==> src/rtl/register_file_sb.sv <==
// -----------------------------------------------------------------------------
// register_file_sb
//
// Register file with a scoreboard of pending writes and a post-reset scrub.
// After reset the FSM walks every register and writes zero into it; only then
// does Ready rise and normal reads, writes and reservations take effect.
//
// Ports
//   clk        : single clock, all state updates on its rising edge
//   reset      : asynchronous, active-high reset
//   rs1, rs2   : read addresses; ReadData1/ReadData2 follow one cycle later
//   rd         : write address
//   WriteData  : write data
//   RegWrite   : write enable (also clears the busy bit of rd)
//   Reserve    : scoreboard reserve strobe (sets the busy bit of ResRd)
//   ResRd      : register to reserve
//   ReadData1  : registered read data, port 1
//   ReadData2  : registered read data, port 2
//   Busy1      : pending-write flag for rs1 (combinational)
//   Busy2      : pending-write flag for rs2 (combinational)
//   Ready      : high once the scrub has finished; this is the FSM state
//
// Scoreboard protocol: Reserve marks a register as having a write in flight;
// the write that eventually arrives with RegWrite clears it. A set and a clear
// of the same register in one cycle leave it set. A register being written in
// the current cycle reports not-busy on Busy1/Busy2, since the bypass already
// delivers the new value to the reader.
// -----------------------------------------------------------------------------
module register_file_sb #(
    parameter int XLEN = 64,
    parameter int NREG = 32,
    localparam int AW  = $clog2(NREG)
) (
    input  logic            clk,
    input  logic            reset,
    input  logic [AW-1:0]   rs1,
    input  logic [AW-1:0]   rs2,
    input  logic [AW-1:0]   rd,
    input  logic [XLEN-1:0] WriteData,
    input  logic            RegWrite,
    input  logic            Reserve,
    input  logic [AW-1:0]   ResRd,
    output logic [XLEN-1:0] ReadData1,
    output logic [XLEN-1:0] ReadData2,
    output logic            Busy1,
    output logic            Busy2,
    output logic            Ready
);

    typedef enum logic {
        SCRUB = 1'b0,
        READY = 1'b1
    } state_t;

    state_t            state_q, state_d;
    logic [AW-1:0]     cnt_q, cnt_d;
    logic [NREG-1:0]   busy_q, busy_d;
    logic [XLEN-1:0]   rd1_q, rd1_d;
    logic [XLEN-1:0]   rd2_q, rd2_d;
    logic [XLEN-1:0]   mem [NREG];

    logic              is_ready;
    logic              we;

    assign is_ready = (state_q == READY);
    // Writes to register 0 and writes during the scrub are dropped.
    assign we       = is_ready && RegWrite && (rd != '0);

    // Next-state logic for the scrub FSM.
    always_comb begin
        state_d = state_q;
        cnt_d   = cnt_q;
        if (state_q == SCRUB) begin
            cnt_d = cnt_q + 1'b1;
            if (cnt_q == AW'(NREG - 1)) begin
                state_d = READY;
            end
        end
    end

    // Scoreboard update: clear on writeback first, then set on reserve so a
    // same-cycle set wins. Bit 0 is forced low because x0 is never pending.
    always_comb begin
        busy_d = busy_q;
        if (is_ready) begin
            if (we) begin
                busy_d[rd] = 1'b0;
            end
            if (Reserve && (ResRd != '0)) begin
                busy_d[ResRd] = 1'b1;
            end
        end
        busy_d[0] = 1'b0;
    end

    // Read data with write-to-read bypass; address 0 always returns zero.
    always_comb begin
        rd1_d = '0;
        rd2_d = '0;
        if (is_ready) begin
            if (rs1 != '0) begin
                rd1_d = (we && (rd == rs1)) ? WriteData : mem[rs1];
            end
            if (rs2 != '0) begin
                rd2_d = (we && (rd == rs2)) ? WriteData : mem[rs2];
            end
        end
    end

    always_ff @(posedge clk or posedge reset) begin
        if (reset) begin
            state_q <= SCRUB;
            cnt_q   <= '0;
            busy_q  <= '0;
            rd1_q   <= '0;
            rd2_q   <= '0;
        end else begin
            state_q <= state_d;
            cnt_q   <= cnt_d;
            busy_q  <= busy_d;
            rd1_q   <= rd1_d;
            rd2_q   <= rd2_d;
        end
    end

    // Storage has no reset; the scrub is what clears it, so a reset at any
    // point leaves stale data only until the scrub overwrites it.
    always_ff @(posedge clk) begin
        if (state_q == SCRUB) begin
            mem[cnt_q] <= '0;
        end else if (we) begin
            mem[rd] <= WriteData;
        end
    end

    assign ReadData1 = rd1_q;
    assign ReadData2 = rd2_q;
    assign Ready     = is_ready;
    assign Busy1     = busy_q[rs1] && !(RegWrite && (rd == rs1));
    assign Busy2     = busy_q[rs2] && !(RegWrite && (rd == rs2));

endmodule
==> config.mk <==
export PLATFORM = sky130hd
export DESIGN_NAME = register_file_sb
export DESIGN_NICKNAME = d
export VERILOG_FILES = /design/src/rtl/register_file_sb.sv
export SDC_FILE = /design/constraint.sdc
export NUM_CORES = 2
export LEC_CHECK = 0
export CELL_PAD_IN_SITES_DETAIL_PLACEMENT = 0
export CELL_PAD_IN_SITES_GLOBAL_PLACEMENT = 1
export CORE_ASPECT_RATIO = 0.7
export CORE_MARGIN = 4
export CORE_UTILIZATION = 49
export DETAILED_ROUTE_END_ITERATION = 8
export PLACE_DENSITY = 0.88
export SLEW_MARGIN = 20
export SYNTH_ARGS = -nofsm -noshare
export SYNTH_HDL_FRONTEND = slang
export SYNTH_SLANG_ARGS = --single-unit
==> constraint.sdc <==
create_clock -name clk -period 5.2 [get_ports clk]
set_input_delay 1.04 -clock clk [delete_from_list [all_inputs] [get_ports clk]]
set_output_delay 1.04 -clock clk [all_outputs]
set_load 0.005 [all_outputs]
==> key figures <==
Worst setup path
  – Critical path arrival: 3450 ps
  – Crit. End Element: output port
  – CP required: 4160 ps
  – CP max FO: 11
  – CP Cell Sequence: clkdlybuf4s50_1, xnor2_1, nand3_1, nor2_1, a221oi_1, clkdlybuf4s50_1
  – Buffers & Inverters on Critical Path: 2
  – Setup CP Type: input pin to output port
  – CP peak stage delay: 730 ps
  – Critical path startpoint category: input pin
  – Worst path top cell family by delay: buffers and inverters
  – Most used cell, CP: clkdlybuf4s50_1
  – Slowest library cell on the worst path: clkdlybuf4s50_1

STA
  – Worst-Margin Slew: 1200 ps
  – Final worst-path cycle share: 0.864
  – FMAX: ~220 MHz
  – Fin Setup TNS: 0 ps
  – Endpoints failing setup: 0
  – Worst Skew: just over 70 ps
  – Hold Violations, Final: 0
  – Final Critical Period: around 4500 ps
  – Max_slew headroom: 0.202
  – Count of final max-slew check failures: 0
  – RSZ-0062 raised after global routing: false

Finish
  – Layout area overhead: 13.0%
  – Final Core Density: 0.557
  – NumNets Final: approximately 5,900
  – Ratio of cells with drive above 1 in the final layout: 0.248
  – Reg area: around 66,000 µm²
  – FILL cells: between 10,000 and 15,000
  – Multi-input gate area: approximately 33,000 µm²
  – Post-route cell area: around 110,000 µm²
  – Non-Filler Instances: between 8,000 and 9,000

Placed design
  – Placed Cells incl. Taps: roughly 8,300
  – Post-DP HPWL: approximately 180,000 µm
  – Final GP Congestion: 0.887
  – Area of placed instances: approximately 110,000 µm²
  – # port buffers: 218

Die
  – Die area: approximately 210,000 µm²
  – Die X: 551 µm
  – Initial Util: 0.493
  – Core Box Area: 205,000 µm²
  – Rows: approximately 140
  – IO Pins: 219
  – Die height: 388 µm

Clock tree
  – Clock Path Buffers: 4
  – Cts-stage hold buffer count: 0
  – Root Buffer: clkbuf_16
  – CTS Sinks: between 2,000 and 2,500
  – CTS Buf Count: about 210
  – CTS tree: built
  – Clk Latency, worst-skew pair: 880 ps
  – Clk slew on worst S/H paths: about 60 ps
  – Post_cts resized: 0
  – CTS H-tree depth: 4
  – Post-CTS setup buffers: 0

Detailed routing
  – DRT iter0 DRCs: ~10,000
  – Drt wl/cell: roughly 37 µm
  – Vias post-DR: approximately 63,000
  – Routed Wire Length: roughly 320,000 µm
  – Post-route DRC: 0
  – Final ANT Viol Nets: 0
  – Pre-antenna DRT Iters: 7
  – Via density: between 7 and 8

Pwr
  – Static leakage: between 40 and 50 nW
  – Total power: 38.8 mW
  – Cell Pwr Density: about 340 nW/µm²
  – Peak supply drop: roughly 0.3 mV

Synthesis
  – Post-synth EDFFs: 2,048
  – Syn Area/Cell: 18.0 µm²
  – Synth warn: 0
  – Flops & latches, synth: roughly 2,200
  – Primary FF master, synth: edfxtp_1
  – Seq/Total Area, Yosys: 0.650
  – Async set-reset flop share out of synthesis: 0.0746
  – Yosys cell types: 63
  – Synthesized Nets: ~5,700
  – Post-Syn Area: between 100,000 and 150,000 µm²
  – Cells after Synth: 5,597

Global route
  – Vias in the first global route: 62,600
  – Largest net degree at the start of global routing: 131
  – Antenna violations before repair: 10
  – GRT overflow: 0
  – First-pass GRT wire length: about 460,000 µm
  – Gr usage total: 0.296

Run status
  – Outcome: complete, no violations

Job
  – Max Cap Violations: 0

Worst hold path
  – HP Class: register to register
cell families after synthesis:
group	after synthesis	synth area share
compound gates	1139	0.0774
xor+xnor	13	0.00113
fa+ha+maj	2	0.000248
buf+inv	500	0.0242
flops	2213	0.650
mux	1311	0.228
simple gates	419	0.0196
sequential cells by signal, indices dropped and copies added (netlist names):
| register | flops |
|---|---|
| cnt_q | 5 |
| mem | 2048 |
| ReadData1 | 64 |
| busy_q | 31 |
| ReadData2 | 64 |
| Ready | 1 |
final timing paths:
path	startpoint	to	slack [ps]	cells past startpoint
worst min-delay path	cnt_q[0]	cnt_q[0]	520	1
max in group asynchronous	reset	ReadData1[34]	3460	4
min in group asynchronous	reset	busy_q[8]	610	2
worst max-delay path	rd[2]	Busy1	710	6
worst max register to register	Ready	mem[3][12]	1480	5
worst min register to register	cnt_q[0]	cnt_q[0]	520	1
layout make-up:
type / instances / share of cell area
diodes: 11 / 0.000241
clock buffers: 260 / 0.0485
clock inverters: 115 / 0.0118
inverters: 50 / 0.00172
multi-input cells: 2884 / 0.292
flip-flops and latches: 2213 / 0.575
well taps: 2749 / 0.0301
repair buffers: 433 / 0.0403
per-stage QoR:
step	setup slack (ps)	hold WS, ps
3_5_place_dp	613	510
3_3_place_gp	718	503
6_report	705	522
5_1_grt	644	552
4_1_cts	812	522
2_1_floorplan	-253	476
where the power goes:
part	internal, mW	switching, mW	total [mW]	leakage [nW]
clock	8.90	6.79	15.7	3.33
combinational	1.28	2.09	3.37	13.4
sequential	19.6	0.135	19.8	23.4
Yosys cell counts (61+ instances only):
master,count,share of area
a22oi_1,194,0.014
mux2_2,82,0.0091
nor2_1,100,0.0037
dfrtp_1,165,0.041
a211o_1,61,0.0053
nand3_1,87,0.0043
a21oi_1,155,0.0077
o21ai_0,213,0.011
edfxtp_1,2048,0.61
buf_2,142,0.0070
o22ai_1,190,0.012
clkbuf_1,203,0.0075
mux4_2,782,0.17
mux2i_1,447,0.044
nand2_1,115,0.0043
o221ai_1,180,0.016
buf_4,61,0.0045
cells in the final DEF, fill, tap and decap left out, types with 45 or more instances in the layout:
cell type and n:
edfxtp_1 2048, clkbuf_16 208, clkdlybuf4s50_1 210, o22ai_1 190
mux2i_1 447, a211o_1 61, a211oi_1 49, mux2_2 82
o221ai_1 180, nor2_1 63, buf_12 61, inv_1 45
a21oi_1 154, o21ai_0 213, dfrtp_1 165, mux4_2 782
nand2_1 110, a22oi_1 194, buf_4 153, nand3_1 86
per-layer routing:
| metal | track usage | share of wire |
|---|---|---|
| met4 | 0.118 | 0.047 |
| met1 | 0.413 | 0.35 |
| met5 | 0 | 0.000071 |
| met3 | 0.104 | 0.16 |
| met2 | 0.428 | 0.44 |
Power figures use the tool's default switching activity.
